**src/rtl/sdes_iter_core_if.sv**
```systemverilog
// sdes_iter_core_if -- request/result handshake bundle for sdes_iter_core.
//   in_valid/in_ready    : request handshake (producer -> core)
//   in_data [0:7]        : plaintext or ciphertext block, index 0 = MSB
//   in_key  [0:9]        : 10-bit S-DES key, index 0 = MSB
//   in_decrypt           : 0 = encrypt, 1 = decrypt
//   out_valid/out_ready  : result handshake (core -> consumer)
//   out_data [0:7]       : result block
//   busy                 : core is executing rounds
// Modports: master = producer/consumer side, slave = the core.
interface sdes_iter_core_if;
   logic       in_valid;
   logic       in_ready;
   logic [0:7] in_data;
   logic [0:9] in_key;
   logic       in_decrypt;
   logic       out_valid;
   logic       out_ready;
   logic [0:7] out_data;
   logic       busy;

   modport master (output in_valid, in_data, in_key, in_decrypt, out_ready,
                   input  in_ready, out_valid, out_data, busy);
   modport slave  (input  in_valid, in_data, in_key, in_decrypt, out_ready,
                   output in_ready, out_valid, out_data, busy);
endinterface

```
**src/rtl/sdes_iter_core.sv**
```systemverilog
// sdes_iter_core -- iterative S-DES engine, one Feistel round per clock.
// Parameter ROUNDS (1..16, default 2 = textbook S-DES).
// Ports:
//   clk   : rising-edge clock
//   rst   : synchronous reset, active high
//   abort : (only with SDES_ABORT_EN defined) drop the in-flight block
//   bus   : sdes_iter_core_if.slave request/result handshake
// Optional feature macro: SDES_ABORT_EN.
// Bit vectors are declared [0:N] so table entry n maps to index n-1.
module sdes_iter_core #(
   parameter int ROUNDS = 2
) (
   input  logic clk,
   input  logic rst,
`ifdef SDES_ABORT_EN
   input  logic abort,
`endif
   sdes_iter_core_if.slave bus
);

   // cumulative left rotation of the key halves at the last encrypt round
   localparam int SROT = (1 + 2 * (ROUNDS - 1)) % 5;

   // S-box contents, row-major, 2 bits per entry
   localparam logic [0:31] S0_T = {2'd1, 2'd0, 2'd3, 2'd2, 2'd3, 2'd2, 2'd1, 2'd0,
                                   2'd0, 2'd2, 2'd1, 2'd3, 2'd3, 2'd1, 2'd3, 2'd2};
   localparam logic [0:31] S1_T = {2'd0, 2'd1, 2'd2, 2'd3, 2'd2, 2'd0, 2'd1, 2'd3,
                                   2'd3, 2'd0, 2'd1, 2'd0, 2'd2, 2'd1, 2'd0, 2'd3};

   typedef enum logic [1:0] {IDLE, ROUND, DONE} state_t;

   function automatic logic [0:9] p10(input logic [0:9] k);
      return {k[2], k[4], k[1], k[6], k[3], k[9], k[0], k[8], k[7], k[5]};
   endfunction

   function automatic logic [0:7] p8(input logic [0:9] k);
      return {k[5], k[2], k[6], k[3], k[7], k[4], k[9], k[8]};
   endfunction

   function automatic logic [0:7] ip(input logic [0:7] d);
      return {d[1], d[5], d[2], d[0], d[3], d[7], d[4], d[6]};
   endfunction

   function automatic logic [0:7] ipinv(input logic [0:7] d);
      return {d[3], d[0], d[2], d[4], d[6], d[1], d[7], d[5]};
   endfunction

   function automatic logic [0:7] ep(input logic [0:3] r);
      return {r[3], r[0], r[1], r[2], r[1], r[2], r[3], r[0]};
   endfunction

   function automatic logic [0:3] p4(input logic [0:3] s);
      return {s[1], s[3], s[2], s[0]};
   endfunction

   // row = outer bits, column = inner bits
   function automatic logic [1:0] sbox(input logic [0:31] tbl, input logic [0:3] x);
      logic [3:0] idx;
      idx = {x[0], x[3], x[1], x[2]};
      return tbl[2*idx +: 2];
   endfunction

   // left rotate of a 5-bit half; only ever called with constant amounts
   function automatic logic [0:4] rol5(input logic [0:4] v, input int n);
      logic [0:4] r;
      for (int i = 0; i < 5; i++) r[i] = v[(i + n) % 5];
      return r;
   endfunction

   state_t     state, state_nxt;
   logic [0:7] blk;
   logic [0:4] kl, kr;
   logic [4:0] cnt;
   logic       dec;
   logic [0:7] out_data_q;
   logic       out_valid_q;
   logic       accept, last, kill;
   logic [0:9] p10k;
   logic [0:3] lh, rh, lnew;
   logic [0:7] x;
   logic [0:3] sb;

`ifdef SDES_ABORT_EN
   assign kill         = abort && (state != IDLE);
   assign bus.in_ready = (state == IDLE) && !rst && !abort;
`else
   assign kill         = 1'b0;
   assign bus.in_ready = (state == IDLE) && !rst;
`endif
   assign accept        = bus.in_valid && bus.in_ready;
   assign last          = (cnt == 5'(ROUNDS - 1));
   assign bus.busy      = (state == ROUND);
   assign bus.out_valid = out_valid_q;
   assign bus.out_data  = out_data_q;

   // round function on the current block and key state
   assign p10k = p10(bus.in_key);
   assign lh   = blk[0:3];
   assign rh   = blk[4:7];
   assign x    = ep(rh) ^ p8({kl, kr});
   assign sb   = {sbox(S0_T, x[0:3]), sbox(S1_T, x[4:7])};
   assign lnew = lh ^ p4(sb);

   always_ff @(posedge clk) begin
      if (rst) state <= IDLE;
      else     state <= state_nxt;
   end

   always_comb begin
      state_nxt = state;
      case (state)
         IDLE:    if (accept) state_nxt = ROUND;
         ROUND:   if (last) state_nxt = DONE;
         DONE:    if (bus.out_ready) state_nxt = IDLE;
         default: state_nxt = IDLE;
      endcase
      if (kill) state_nxt = IDLE;
   end

   always_ff @(posedge clk) begin
      if (rst) begin
         blk         <= '0;
         kl          <= '0;
         kr          <= '0;
         cnt         <= '0;
         dec         <= 1'b0;
         out_data_q  <= '0;
         out_valid_q <= 1'b0;
      end else if (kill) begin
         out_valid_q <= 1'b0;
      end else begin
         case (state)
            IDLE: if (accept) begin
               blk <= ip(bus.in_data);
               dec <= bus.in_decrypt;
               cnt <= '0;
               // decrypt starts from the last encrypt subkey's key state
               if (bus.in_decrypt) begin
                  kl <= rol5(p10k[0:4], SROT);
                  kr <= rol5(p10k[5:9], SROT);
               end else begin
                  kl <= rol5(p10k[0:4], 1);
                  kr <= rol5(p10k[5:9], 1);
               end
            end
            ROUND: if (last) begin
               out_data_q  <= ipinv({lnew, rh});
               out_valid_q <= 1'b1;
            end else begin
               blk <= {rh, lnew};
               cnt <= cnt + 5'd1;
               // rotate right by 2 == rotate left by 3 on 5 bits
               kl  <= dec ? rol5(kl, 3) : rol5(kl, 2);
               kr  <= dec ? rol5(kr, 3) : rol5(kr, 2);
            end
            DONE: if (bus.out_ready) out_valid_q <= 1'b0;
            default: ;
         endcase
      end
   end

endmodule

```
**src/flat_wrapper.sv**
```systemverilog
// flat-port wrapper written by rule: the top's interface ports become plain ports
module sdes_iter_core_flat 
#(
   parameter int ROUNDS = 2
)
  (clk, rst, bus_in_valid, bus_in_data, bus_in_key, bus_in_decrypt, bus_out_ready, bus_in_ready, bus_out_valid, bus_out_data, bus_busy);
  sdes_iter_core_if bus_i ();
  input  logic clk;
  input  logic rst;
  input wire logic [$bits(bus_i.in_valid)-1:0] bus_in_valid;
  input wire logic [$bits(bus_i.in_data)-1:0] bus_in_data;
  input wire logic [$bits(bus_i.in_key)-1:0] bus_in_key;
  input wire logic [$bits(bus_i.in_decrypt)-1:0] bus_in_decrypt;
  input wire logic [$bits(bus_i.out_ready)-1:0] bus_out_ready;
  output wire logic [$bits(bus_i.in_ready)-1:0] bus_in_ready;
  output wire logic [$bits(bus_i.out_valid)-1:0] bus_out_valid;
  output wire logic [$bits(bus_i.out_data)-1:0] bus_out_data;
  output wire logic [$bits(bus_i.busy)-1:0] bus_busy;
  assign bus_i.in_valid = bus_in_valid;
  assign bus_i.in_data = bus_in_data;
  assign bus_i.in_key = bus_in_key;
  assign bus_i.in_decrypt = bus_in_decrypt;
  assign bus_i.out_ready = bus_out_ready;
  assign bus_in_ready = bus_i.in_ready;
  assign bus_out_valid = bus_i.out_valid;
  assign bus_out_data = bus_i.out_data;
  assign bus_busy = bus_i.busy;
  sdes_iter_core #(.ROUNDS(ROUNDS)) u_core (.clk(clk), .rst(rst), .bus(bus_i));
endmodule
```
**config.mk**
```make
export PLATFORM = sky130hd
export DESIGN_NAME = sdes_iter_core_flat
export DESIGN_NICKNAME = d
export VERILOG_FILES = /design/src/rtl/sdes_iter_core_if.sv /design/src/rtl/sdes_iter_core.sv /design/src/flat_wrapper.sv
export SDC_FILE = /design/constraint.sdc
export NUM_CORES = 1
export LEC_CHECK = 0
export ABC_AREA = 1
export BUFFER_PORTS_ARGS = -buffer_cell sky130_fd_sc_hd__buf_2
export CORE_ASPECT_RATIO = 1.2
export CORE_MARGIN = 4
export CORE_UTILIZATION = 39
export CTS_CLUSTER_DIAMETER = 100
export DETAILED_ROUTE_END_ITERATION = 7
export PLACE_DENSITY = 0.56
export SYNTH_ARGS = -nofsm -noshare
export SYNTH_HDL_FRONTEND = slang
export SYNTH_SLANG_ARGS = --single-unit
```
**constraint.sdc**
```tcl
create_clock -name clk -period 4.1 [get_ports clk]
set_input_delay 0.82 -clock clk [delete_from_list [all_inputs] [get_ports clk]]
set_output_delay 0.82 -clock clk [all_outputs]
set_load 0.02 [all_outputs]
```
# Word-level counts from Yosys, hierarchy flattened
# Index checks and enable logic that the tools add are counted.
# totals
reg_bits	35
in_bits	23
output_inout_bits	11
wordCells	56
# op_classes
addsub	1
eq_ne	7
n_shift	2
n_mux	23
n_bitwise	4
n_reduce_logical	11
# op_table
cell	n
$not 5->33	2
$shiftx 32x33->33 const A	2
$mux 5	10
$pmux 5 s2	3
$mux 8	2
$pmux 8 s2	1
$reduce_and 3->1	3
$xor 8x8->8	1
$mux 2	3
$pmux 2 s3	1
$add 5x1->5 const B	1
$eq 5x1->1 const B	1
$ne 2x1->1 const B	2
$ne 2x2->1 const B	2
$reduce_and 2->1	2
$reduce_bool 2->1	2
$xor 4x4->4	1
$eq 2x1->1 const B	1
$eq 2x2->1 const B	1
$logic_and 1x1->1	2
$logic_not 2->1	1
$mux 1	2
$pmux 1 s2	1
$logic_not 1->1	1

# Depth between registers and ports, before layout
# Gate-level depths: netlist of the first run.
# logic_depth
ltp_word	6
ltp_mapped	13

# Least setup slack after synthesis of the first run
# No wires, ideal clock.
# synth_path
path_type	input to output
from	input rst
to	output bus_in_ready
t_arrival_ns	1.148
required_ns	3.280
slack_ns	2.132
stages	1
path_cell_list	nor3_2
# synth_between
elab_chain_len	2
# synth_rtl
item	line	source
start: declaration	flat_wrapper.sv:9	input logic rst;
$logic_not 1->1	sdes_iter_core.sv:88	assign bus.in_ready = (state == IDLE) && !rst;
$logic_and 1x1->1	sdes_iter_core.sv:88	
end: declaration	flat_wrapper.sv:15	output wire logic [$bits(bus_i.in_ready)-1:0] bus_in_ready;
# No other way between the ends.

# Final worst setup path of the first run
# layout_path
from	register u_core.state[1]
to	output bus_busy
# layout_between
elab_chain_len	1
# layout_rtl
item	line	source
start: declaration	sdes_iter_core.sv:70	state_t state, state_nxt;
start signal: assignment	sdes_iter_core.sv:106	else state <= state_nxt;
$eq 2x1->1	sdes_iter_core.sv:92	assign bus.busy = (state == ROUND);
end: declaration	flat_wrapper.sv:18	output wire logic [$bits(bus_i.busy)-1:0] bus_busy;
# No other way between the ends.

==> results of run 1 <==
## power by group through the flow
stage | logic, mW | registers [mW] | clock network [mW]
2_1_floorplan | 0.207 | 0.394 | 0
3_3_place_gp | 0.243 | 0.409 | 0
3_5_place_dp | 0.245 | 0.408 | 0
4_1_cts | 0.247 | 0.400 | 0.327
5_1_grt | 0.286 | 0.404 | 0.340
6_report | 0.245 | 0.400 | 0.315
## cell usage in the layout (no fill, tap or decap), types with 2 or more instances in the layout
cell type,netlist,routed
a21oi_1,31,31
a311oi_2,2,2
a31oi_1,11,11
buf_2,4,33
clkbuf_8,0,5
dfxtp_1,35,35
ha_1,3,3
inv_1,36,36
inv_2,3,3
nand2_1,92,92
nand2_2,2,2
nand3_1,14,14
nand4_1,2,2
nor2_1,9,9
nor2_2,2,2
nor3_1,3,3
o211ai_1,7,7
o21a_1,4,4
o21ai_0,23,23
o21ai_1,10,10
or2_1,2,2
xnor2_1,3,3
## worst max path at each step
stage | startpoint | slack (ns) | depth (start not counted) | end
after floorplan | rst | 2.13 | 1 | bus_in_ready
after global placement | rst | 1.89 | 3 | bus_in_ready
after detailed placement | rst | 1.87 | 3 | bus_in_ready
after CTS | u_core.state[1] | 1.59 | 4 | bus_busy
after global routing | u_core.state[1] | 1.49 | 4 | bus_busy
final | u_core.state[1] | 1.61 | 4 | bus_busy
## registers in the layout, indices dropped and copies added (netlist names)
name / count
u_core.kl: 5
u_core.cnt: 5
u_core.bus.out_valid: 1
u_core.blk: 8
u_core.bus.out_data: 8
u_core.dec: 1
u_core.state: 2
u_core.kr: 5
## through the flow
step                cell area [um2]  std cells
CTS                            2330        401
finish                         2330        401
floorplan                      2090        317
detailed placement             2220        393
global route                   2330        401
global placement               2220        393
## layer usage
metal	track usage, %	up-vias	routed length (um)
met5	0	-	0
li1	-	1092	-
met3	3.90	10	261
met1	22.0	888	2320
met2	27.1	39	2380
met4	5.66	0	91
## kinds of logic after synthesis
kind of cell / Yosys count / synth area share [%]
AND/OR/NAND/NOR: 128 / 25.7
AO/OA/AOI/OAI: 91 / 25.3
buffers and inverters: 57 / 12.4
flip-flops: 35 / 33.6
XOR/XNOR: 3 / 1.26
adder cells (fa/ha/maj): 3 / 1.80
## area by class of cell
type | instances | area share [%]
Multi-Input combinational cell | 225 | 48.3
Sequential cell | 35 | 30.0
Timing Repair Buffer | 33 | 7.08
Inverter | 40 | 6.54
Tap cell | 60 | 3.22
Clock buffer | 5 | 2.95
Clock inverter | 3 | 1.88
## worst reg2reg max path, delay by kind of cell (launching register included)
kind | cells | cell delay, ns
simple gates | 3 | 0.78
flops | 1 | 0.33
compound gates | 2 | 0.24
buf+inv | 3 | 0.71
==> flow_summary.json, run 1 <==
{
  "register_area_um2": 701,
  "syn_nets": 343,
  "synth_top_area_share_pct": 33.6,
  "clk_path_buf_depth": 2,
  "p_switching_mw": 0.325,
  "drive_gt1_share_pct": 15.8,
  "async_flop_share_pct": 0,
  "swShare_pct": 33.9,
  "rr_startpoint": "u_core.state[1]",
  "finalWorstSetupSlack_ns": 1.61,
  "grt_pass1_vias": 1850,
  "post-route-util_pct": 46.3,
  "r2r-end": "u_core.cnt[0]",
  "hold_buffers": 0,
  "clockRootBuffer": "clkbuf_8",
  "initial_core_util_pct": 41.4,
  "comb_power_share_pct": 25.5,
  "n_antenna_cell": 0,
  "clkLatencyLatePin_ns": 0.29,
  "grt_antenna_before_repair": 0,
  "slowest_delay_ns": 0.42,
  "overflow": 0,
  "power.internal_mw": 0.635,
  "maxCapViolCount": 0,
  "synth_most_common_cell": "nand2_1",
  "syn_area_um2": 2090,
  "netlist_top_cells_count": "nand2_1, inv_1, dfxtp_1",
  "drtIter0Drc": 90,
  "ant_nets": 0,
  "hold_path_depth": 2,
  "yosysSeqAreaShare_pct": 33.6,
  "ys_types": 32,
  "cts_tree": "done",
  "final.setup_skew_ns": 0.0106,
  "cp.required_ns": 3.28,
  "synthCells": 317,
  "row_count": 28,
  "worstSetupPathType": "reg -> out",
  "status": "completed",
  "cts_setup_buffers": 0,
  "fill_cells": 548,
  "power_mw": 0.960,
  "post_synth.cell_area_avg_um2": 6.58,
  "grt_setup_unrepaired": "false",
  "num_io_pins": 34,
  "setup_viol": 0,
  "synth_flop_cell": "dfxtp_1",
  "crit_path_end_kind": "output port",
  "cpLargestDelayFamily": "buffers and inverters",
  "wl_per_cell_um": 12.6,
  "start_kind": "register",
  "cts_resized": 0,
  "power.clock.fraction_pct": 32.8,
  "crit_path_cell_trace": "inv_1, nand2_2, inv_2, buf_2",
  "cts_inserted_buffers": 5,
  "min_period_over_period_pct": 60.6,
  "ys_warn_count": 0,
  "area.growth.synth_to_final_pct": 11.8,
  "hold_class": "reg -> reg",
  "synth_top_cell_by_area": "dfxtp_1",
  "p_leak_nw": 1.05,
  "grt_usage_pct": 16.8,
  "fin_tns_setup_ns": 0,
  "ys_top_cells_by_area": "dfxtp_1, nand2_1, a21oi_1",
  "whs_endpoint": "u_core.bus.out_data[6]",
  "hp-start": "u_core.bus.out_data[6]",
  "multi_input_area_um2": 1130,
  "fin_nets": 366,
  "worst_pin_slew_ns": 0.650,
  "critPathSlowestCell": "inv_2",
  "die_width_um": 74.8,
  "clk_pin_slew_worst_paths_ns": 0.08,
  "r2r_slack_ns": 1.91,
  "cts_sinks": 35,
  "die_area_um2": 6590,
  "dpl_worst_slack_ns": 1.87,
  "grt_max_degree": 38,
  "r2r_cells": 8,
  "synth_enable_flop_cells": 0,
  "hold_viol": 0,
  "power_per_cell_area_nw_per_um2": 411,
  "fmax_mhz": 402,
  "crit_fanout": 22,
  "h-tree-depth": 2,
  "vdd_drop_max_v": 0.000182,
  "grt_pass1_wl_um": 8560,
  "arrival_ns": 1.67,
  "holdWs_ns": 0.463,
  "hpwl_um": 3620,
  "yosys_register_bits": 35,
  "core_um2": 5040,
  "p_seq_share_pct": 41.7,
  "dieHeight_um": 88.1,
  "maxSlewViolCount": 0,
  "viasPerCell": 5.06,
  "numPortBuffers": 33,
  "dr.pass1.iters": 4,
  "wl_um": 5050,
  "drc_errors": 0,
  "gp_congestion": 0.777,
  "vias": 2029,
  "worst-path-buf-inv": 3,
  "fin_crit_ns": 2.49,
  "relSlewSlack_pct": 56.6
}
No activity file was read; power rests on OpenSTA's default activity.
==> inputs of run 2 (changes only) <==
ABC_AREA = 0   (was 1)
PLACE_DENSITY = 0.58   (was 0.56)
clock period = 2.09 ns   (was 4.1 ns; I/O delays follow)
==> run 2 against run 1 <==
Against the previous run: first-iteration DRC count fell by 33%; flip-flop and latch count did not move; non-clock buffer count rose by 6; register-to-register slack got worse by 1.6 ns; sequential power rose by 98%; via count fell by 14%; sequential share of layout area fell by 0.84 points; die area fell by 0.87%; worst setup slack got worse by 1.3 ns; critical path type is now reg -> reg.
==> flow_summary.json, run 2 <==
{
  "status": "completed",
  "yosys_register_bits": 35,
  "maxCapViolCount": 0,
  "clk_pin_slew_worst_paths_ns": 0.08,
  "start_kind": "register",
  "r2r_cells": 8,
  "layout_commonest_cell": "dfxtp_1",
  "worst_pin_slew_ns": 0.663,
  "h-tree-depth": 2,
  "yosysSeqAreaShare_pct": 33.9,
  "clk_path_buf_depth": 2,
  "synth_flop_cell": "dfxtp_1",
  "fin_tns_setup_ns": 0,
  "core_um2": 5040,
  "dieHeight_um": 87.8,
  "cts_tree": "done",
  "ant_nets": 0,
  "num_io_pins": 34,
  "p_leak_nw": 1.03,
  "cts_inserted_buffers": 5,
  "final_cell_mix": "dfxtp_1, nor2_1, buf_2",
  "min_period_over_period_pct": 85.3,
  "cp.required_ns": 2.27,
  "syn_nets": 274,
  "syn_area_um2": 2070,
  "post_synth.cell_area_avg_um2": 8.33,
  "worstSetupPathType": "reg -> reg",
  "drtIter0Drc": 60,
  "placed_area_um2": 2290,
  "power.internal_mw": 1.32,
  "setup_viol": 0,
  "synth_top_cell_by_area": "dfxtp_1",
  "p_switching_mw": 0.600,
  "drc_errors": 0,
  "dr.pass1.iters": 4,
  "ys_warn_count": 0,
  "post-route-util_pct": 47.6,
  "hold_buffers": 0,
  "synth_top_area_share_pct": 33.9,
  "cts_sinks": 35,
  "power_per_cell_area_nw_per_um2": 800,
  "swShare_pct": 31.2,
  "fin_crit_ns": 1.78,
  "hold_path_depth": 3,
  "grt_pass1_vias": 1623,
  "fill_cells": 514,
  "n_antenna_cell": 0,
  "synthCells": 248,
  "initial_core_util_pct": 41.0,
  "fmax_mhz": 561,
  "grt_setup_unrepaired": "false",
  "row_count": 28,
  "grt_pass1_wl_um": 7540,
  "async_flop_share_pct": 0,
  "clockRootBuffer": "clkbuf_8",
  "maxSlewViolCount": 0,
  "grt_antenna_before_repair": 0,
  "gp_congestion": 0.756,
  "fin_nets": 303,
  "cts_setup_buffers": 0,
  "ys_top_cells_by_area": "dfxtp_1, mux2i_1, nor2_1",
  "hold_class": "in -> reg",
  "ys_types": 42,
  "cts_resized": 0,
  "die_area_um2": 6530,
  "clkLatencyLatePin_ns": 0.28,
  "netlist_top_cells_count": "dfxtp_1, nor2_1, mux2i_1",
  "arrival_ns": 1.96,
  "synth_enable_flop_cells": 0,
  "wl_um": 4330,
  "overflow": 0,
  "fin_area_um2": 2400,
  "p_seq_share_pct": 41.1,
  "power.clock.fraction_pct": 32.0,
  "final.setup_skew_ns": 0.00581,
  "drive_gt1_share_pct": 19.8,
  "vias": 1738,
  "register_area_um2": 701,
  "relSlewSlack_pct": 55.7,
  "grt_max_degree": 36,
  "numPortBuffers": 33,
  "viasPerCell": 5.14,
  "hpwl_um": 3180,
  "grt_usage_pct": 14.6,
  "wl_per_cell_um": 12.8,
  "hold_viol": 0,
  "die_width_um": 74.5,
  "area.growth.synth_to_final_pct": 16.2,
  "synth_most_common_cell": "dfxtp_1",
  "comb_power_share_pct": 26.8,
  "crit_path_end_kind": "register",
  "multi_input_area_um2": 1260,
  "crit_fanout": 31,
  "vdd_drop_max_v": 0.000327
}
[run 2: changes by cell type after synthesis, sizes merged, moves of 11 or more]
cell,previous run,this run
nor2b,0,11
nand2,95,25
o21ai,33,3
mux2i,0,26
nor2,11,34
inv,40,6
[run 2: cell type report]
class,instances,share of cell area (%)
clock buffers,5,2.87
clock inverters,3,1.82
inverters,7,1.09
multi-input cells,189,52.6
flip-flops and latches,35,29.2
well taps,60,3.13
repair buffers,39,9.28
[run 2: worst max-delay path, stage by stage (launching register included)]
cell      delay (ns)
dfxtp_1         0.35
inv_1           0.06
ha_1            0.17
and4bb_4        0.21
a221oi_4        0.31
buf_12          0.23
nand4_1         0.13
xor2_1          0.15
nor2_1          0.05
[run 2: path summary, 6_finish.rpt]
kind	startpoint	to	slack (ns)
min reg2reg	u_core.bus.out_data[2]	u_core.bus.out_data[2]	0.45
max	u_core.cnt[1]	u_core.cnt[3]	0.31
max reg2reg	u_core.cnt[1]	u_core.cnt[3]	0.31
min	bus_in_data[0]	u_core.blk[5]	0.40
[run 2: metal layers]
| layer | vias up | global-route usage, % | part of all wire, % |
|---|---|---|---|
| li1 | 926 | - | - |
| met1 | 779 | 20.0 | 51 |
| met2 | 29 | 22.9 | 44 |
| met3 | 4 | 3.21 | 4.4 |
| met4 | 0 | 4.53 | 0.88 |
| met5 | - | 0 | 0 |
[run 2: power groups by stage]
stage	registers, mW	logic, mW	clock network, mW
2_1_floorplan	0.777	0.431	0
3_3_place_gp	0.805	0.513	0
6_report	0.790	0.515	0.615
5_1_grt	0.801	0.585	0.662
4_1_cts	0.790	0.521	0.632
3_5_place_dp	0.806	0.518	0
[run 2: kinds of logic after synthesis]
family | count (synthesis) | share of synthesized area (%)
buf+inv | 24 | 5.51
compound gates | 50 | 16.6
mux | 27 | 13.1
flops | 35 | 33.9
xor+xnor | 16 | 7.87
fa+ha+maj | 3 | 1.82
simple gates | 93 | 21.1
[run 2: stage by stage]
step | hold slack, ns | power (mW) | worst slack, ns | instances
after floorplan | 0.476 | 1.21 | 0.391 | 248
after global placement | 0.438 | 1.32 | 0.336 | 330
after detailed placement | 0.443 | 1.32 | 0.329 | 330
after CTS | 0.392 | 1.94 | 0.301 | 338
after global routing | 0.412 | 2.05 | 0.168 | 338
final | 0.398 | 1.92 | 0.308 | 338
==> inputs of run 3 (changes only) <==
CAP_MARGIN = 20   (was not set)
CELL_PAD_IN_SITES_DETAIL_PLACEMENT = 1   (was not set)
CELL_PAD_IN_SITES_GLOBAL_PLACEMENT = 1   (was not set)
CORE_UTILIZATION = 38   (was 39)
PLACE_DENSITY = 0.73   (was 0.58)
==> run 3 against run 2 <==
Against the previous run: die area grew 2.4%; critical path depth is the same; final cell count grew 1.2%; clock-buffer cell count grew 2; fmax shrank 3.1%; sequential share of layout area grew 0.17 points; non-clock buffer count grew 2; worst setup slack lost 0.057 ns; register-to-register slack lost 0.06 ns; utilization shrank 2.5 points; clock skew grew 0.00070 ns; critical path type unchanged; critical endpoint unchanged; largest cell class unchanged.
==> flow_summary.json, run 3 (synthesis results as in run 2) <==
{
  "grt_setup_unrepaired": "false",
  "core_um2": 5300,
  "h-tree-depth": 2,
  "initial_core_util_pct": 39.0,
  "cp.required_ns": 2.28,
  "grt_pass1_wl_um": 8480,
  "drive_gt1_share_pct": 19.6,
  "worst-path-buf-inv": 2,
  "gp_congestion": 0.761,
  "dp.cells": 334,
  "viasPerCell": 5.25,
  "slowest_delay_ns": 0.35,
  "clk_path_buf_depth": 2,
  "arrival_ns": 2.03,
  "cts_setup_buffers": 0,
  "maxCapViolCount": 0,
  "fmax_mhz": 544,
  "maxSlewViolCount": 0,
  "cts_tree": "done",
  "cts_inserted_buffers": 5,
  "start_kind": "register",
  "cpLargestDelayFamily": "simple AND/OR/NAND/NOR gates",
  "n_antenna_cell": 0,
  "die_width_um": 75.3,
  "hpwl_um": 3840,
  "layout_commonest_cell": "dfxtp_1",
  "grt_pass1_vias": 1800,
  "crit_path_end_kind": "register",
  "dr.pass1.iters": 4,
  "worst_pin_slew_ns": 0.628,
  "numPortBuffers": 33,
  "multi_input_area_um2": 1260,
  "fin_nets": 305,
  "overflow": 0,
  "final_cell_mix": "dfxtp_1, nor2_1, buf_2",
  "grt_max_degree": 35,
  "die_area_um2": 6690,
  "hold_buffers": 0,
  "fin_tns_setup_ns": 0,
  "crit_fanout": 31,
  "crit_path_cell_trace": "inv_1, ha_1, and4bb_4, a221oi_4, buf_12, nand4_1, xor2_1, nor2_1",
  "relSlewSlack_pct": 58.1,
  "final_cells": 342,
  "critPathSlowestCell": "dfxtp_1",
  "clkLatencyLatePin_ns": 0.29,
  "cts_resized": 0,
  "row_count": 29,
  "grt_antenna_before_repair": 0,
  "power_per_cell_area_nw_per_um2": 756,
  "ant_nets": 0,
  "wl_um": 5020,
  "hold_class": "in -> reg",
  "hold_viol": 0,
  "p_leak_nw": 1.03,
  "vdd_drop_max_v": 0.000346,
  "clk_pin_slew_worst_paths_ns": 0.07,
  "dieHeight_um": 88.8,
  "vias": 1794,
  "setup_viol": 0,
  "area.growth.synth_to_final_pct": 15.5,
  "min_period_over_period_pct": 88.0,
  "drtIter0Drc": 49,
  "register_area_um2": 701,
  "grt_usage_pct": 16.6,
  "wl_per_cell_um": 14.7,
  "drc_errors": 0,
  "worstSetupPathType": "reg -> reg",
  "fin_crit_ns": 1.84,
  "num_io_pins": 34,
  "fill_cells": 667,
  "final.setup_skew_ns": 0.00651,
  "status": "completed",
  "cts_sinks": 35,
  "clockRootBuffer": "clkbuf_8"
}
-- run 3: power by group --
group,switching (mW),total [mW],internal [mW]
registers,0.0733,0.791,0.717
clock network,0.246,0.479,0.234
logic,0.283,0.535,0.252
-- run 3: worst reg2reg max path: cells and delay by family (launching register included) --
family,cells,cell delay (ns)
AO/OA/AOI/OAI,1,0.31
AND/OR/NAND/NOR,3,0.42
adder cells (fa/ha/maj),1,0.18
XOR/XNOR,1,0.16
buffers and inverters,2,0.31
flip-flops,1,0.35
-- run 3: layer usage --
metal | track usage [%] | up-vias | wire (um)
met5 | 0 | - | 0
met4 | 6.52 | 0 | 82
met3 | 3.41 | 7 | 201
met2 | 28.3 | 25 | 2470
met1 | 20.1 | 839 | 2270
li1 | - | 923 | -
-- run 3: cell type report --
type | count | area share, %
multi-input combinational | 189 | 52.9
tap | 62 | 3.25
clock inverter | 1 | 0.210
timing repair buffer | 41 | 9.96
inverter | 7 | 1.10
clock buffer | 7 | 3.20
sequential | 35 | 29.4
-- run 3: stage by stage --
stage / total power, mW / util, % / area (um2) / hold slack [ns] / setup WS (ns)
floorplan: 1.21 / - / 2070 / 0.476 / 0.391
global placement: 1.33 / 43.5 / 2310 / 0.439 / 0.347
detailed placement: 1.35 / 43.5 / 2310 / 0.445 / 0.244
CTS: 1.83 / 45.1 / 2390 / 0.394 / 0.232
global route: 1.93 / 45.1 / 2390 / 0.413 / 0.100
finish: 1.81 / 45.1 / 2390 / 0.396 / 0.251
-- run 3: path summary, 6_finish.rpt --
check             slack (ns)  cells after the start                      to                   start
hold / removal          0.40                      3           u_core.blk[1]          bus_in_data[2]
setup reg to reg        0.25                      8           u_core.cnt[3]           u_core.cnt[1]
setup / recovery        0.25                      8           u_core.cnt[3]           u_core.cnt[1]
hold reg to reg         0.45                      2  u_core.bus.out_data[3]  u_core.bus.out_data[3]
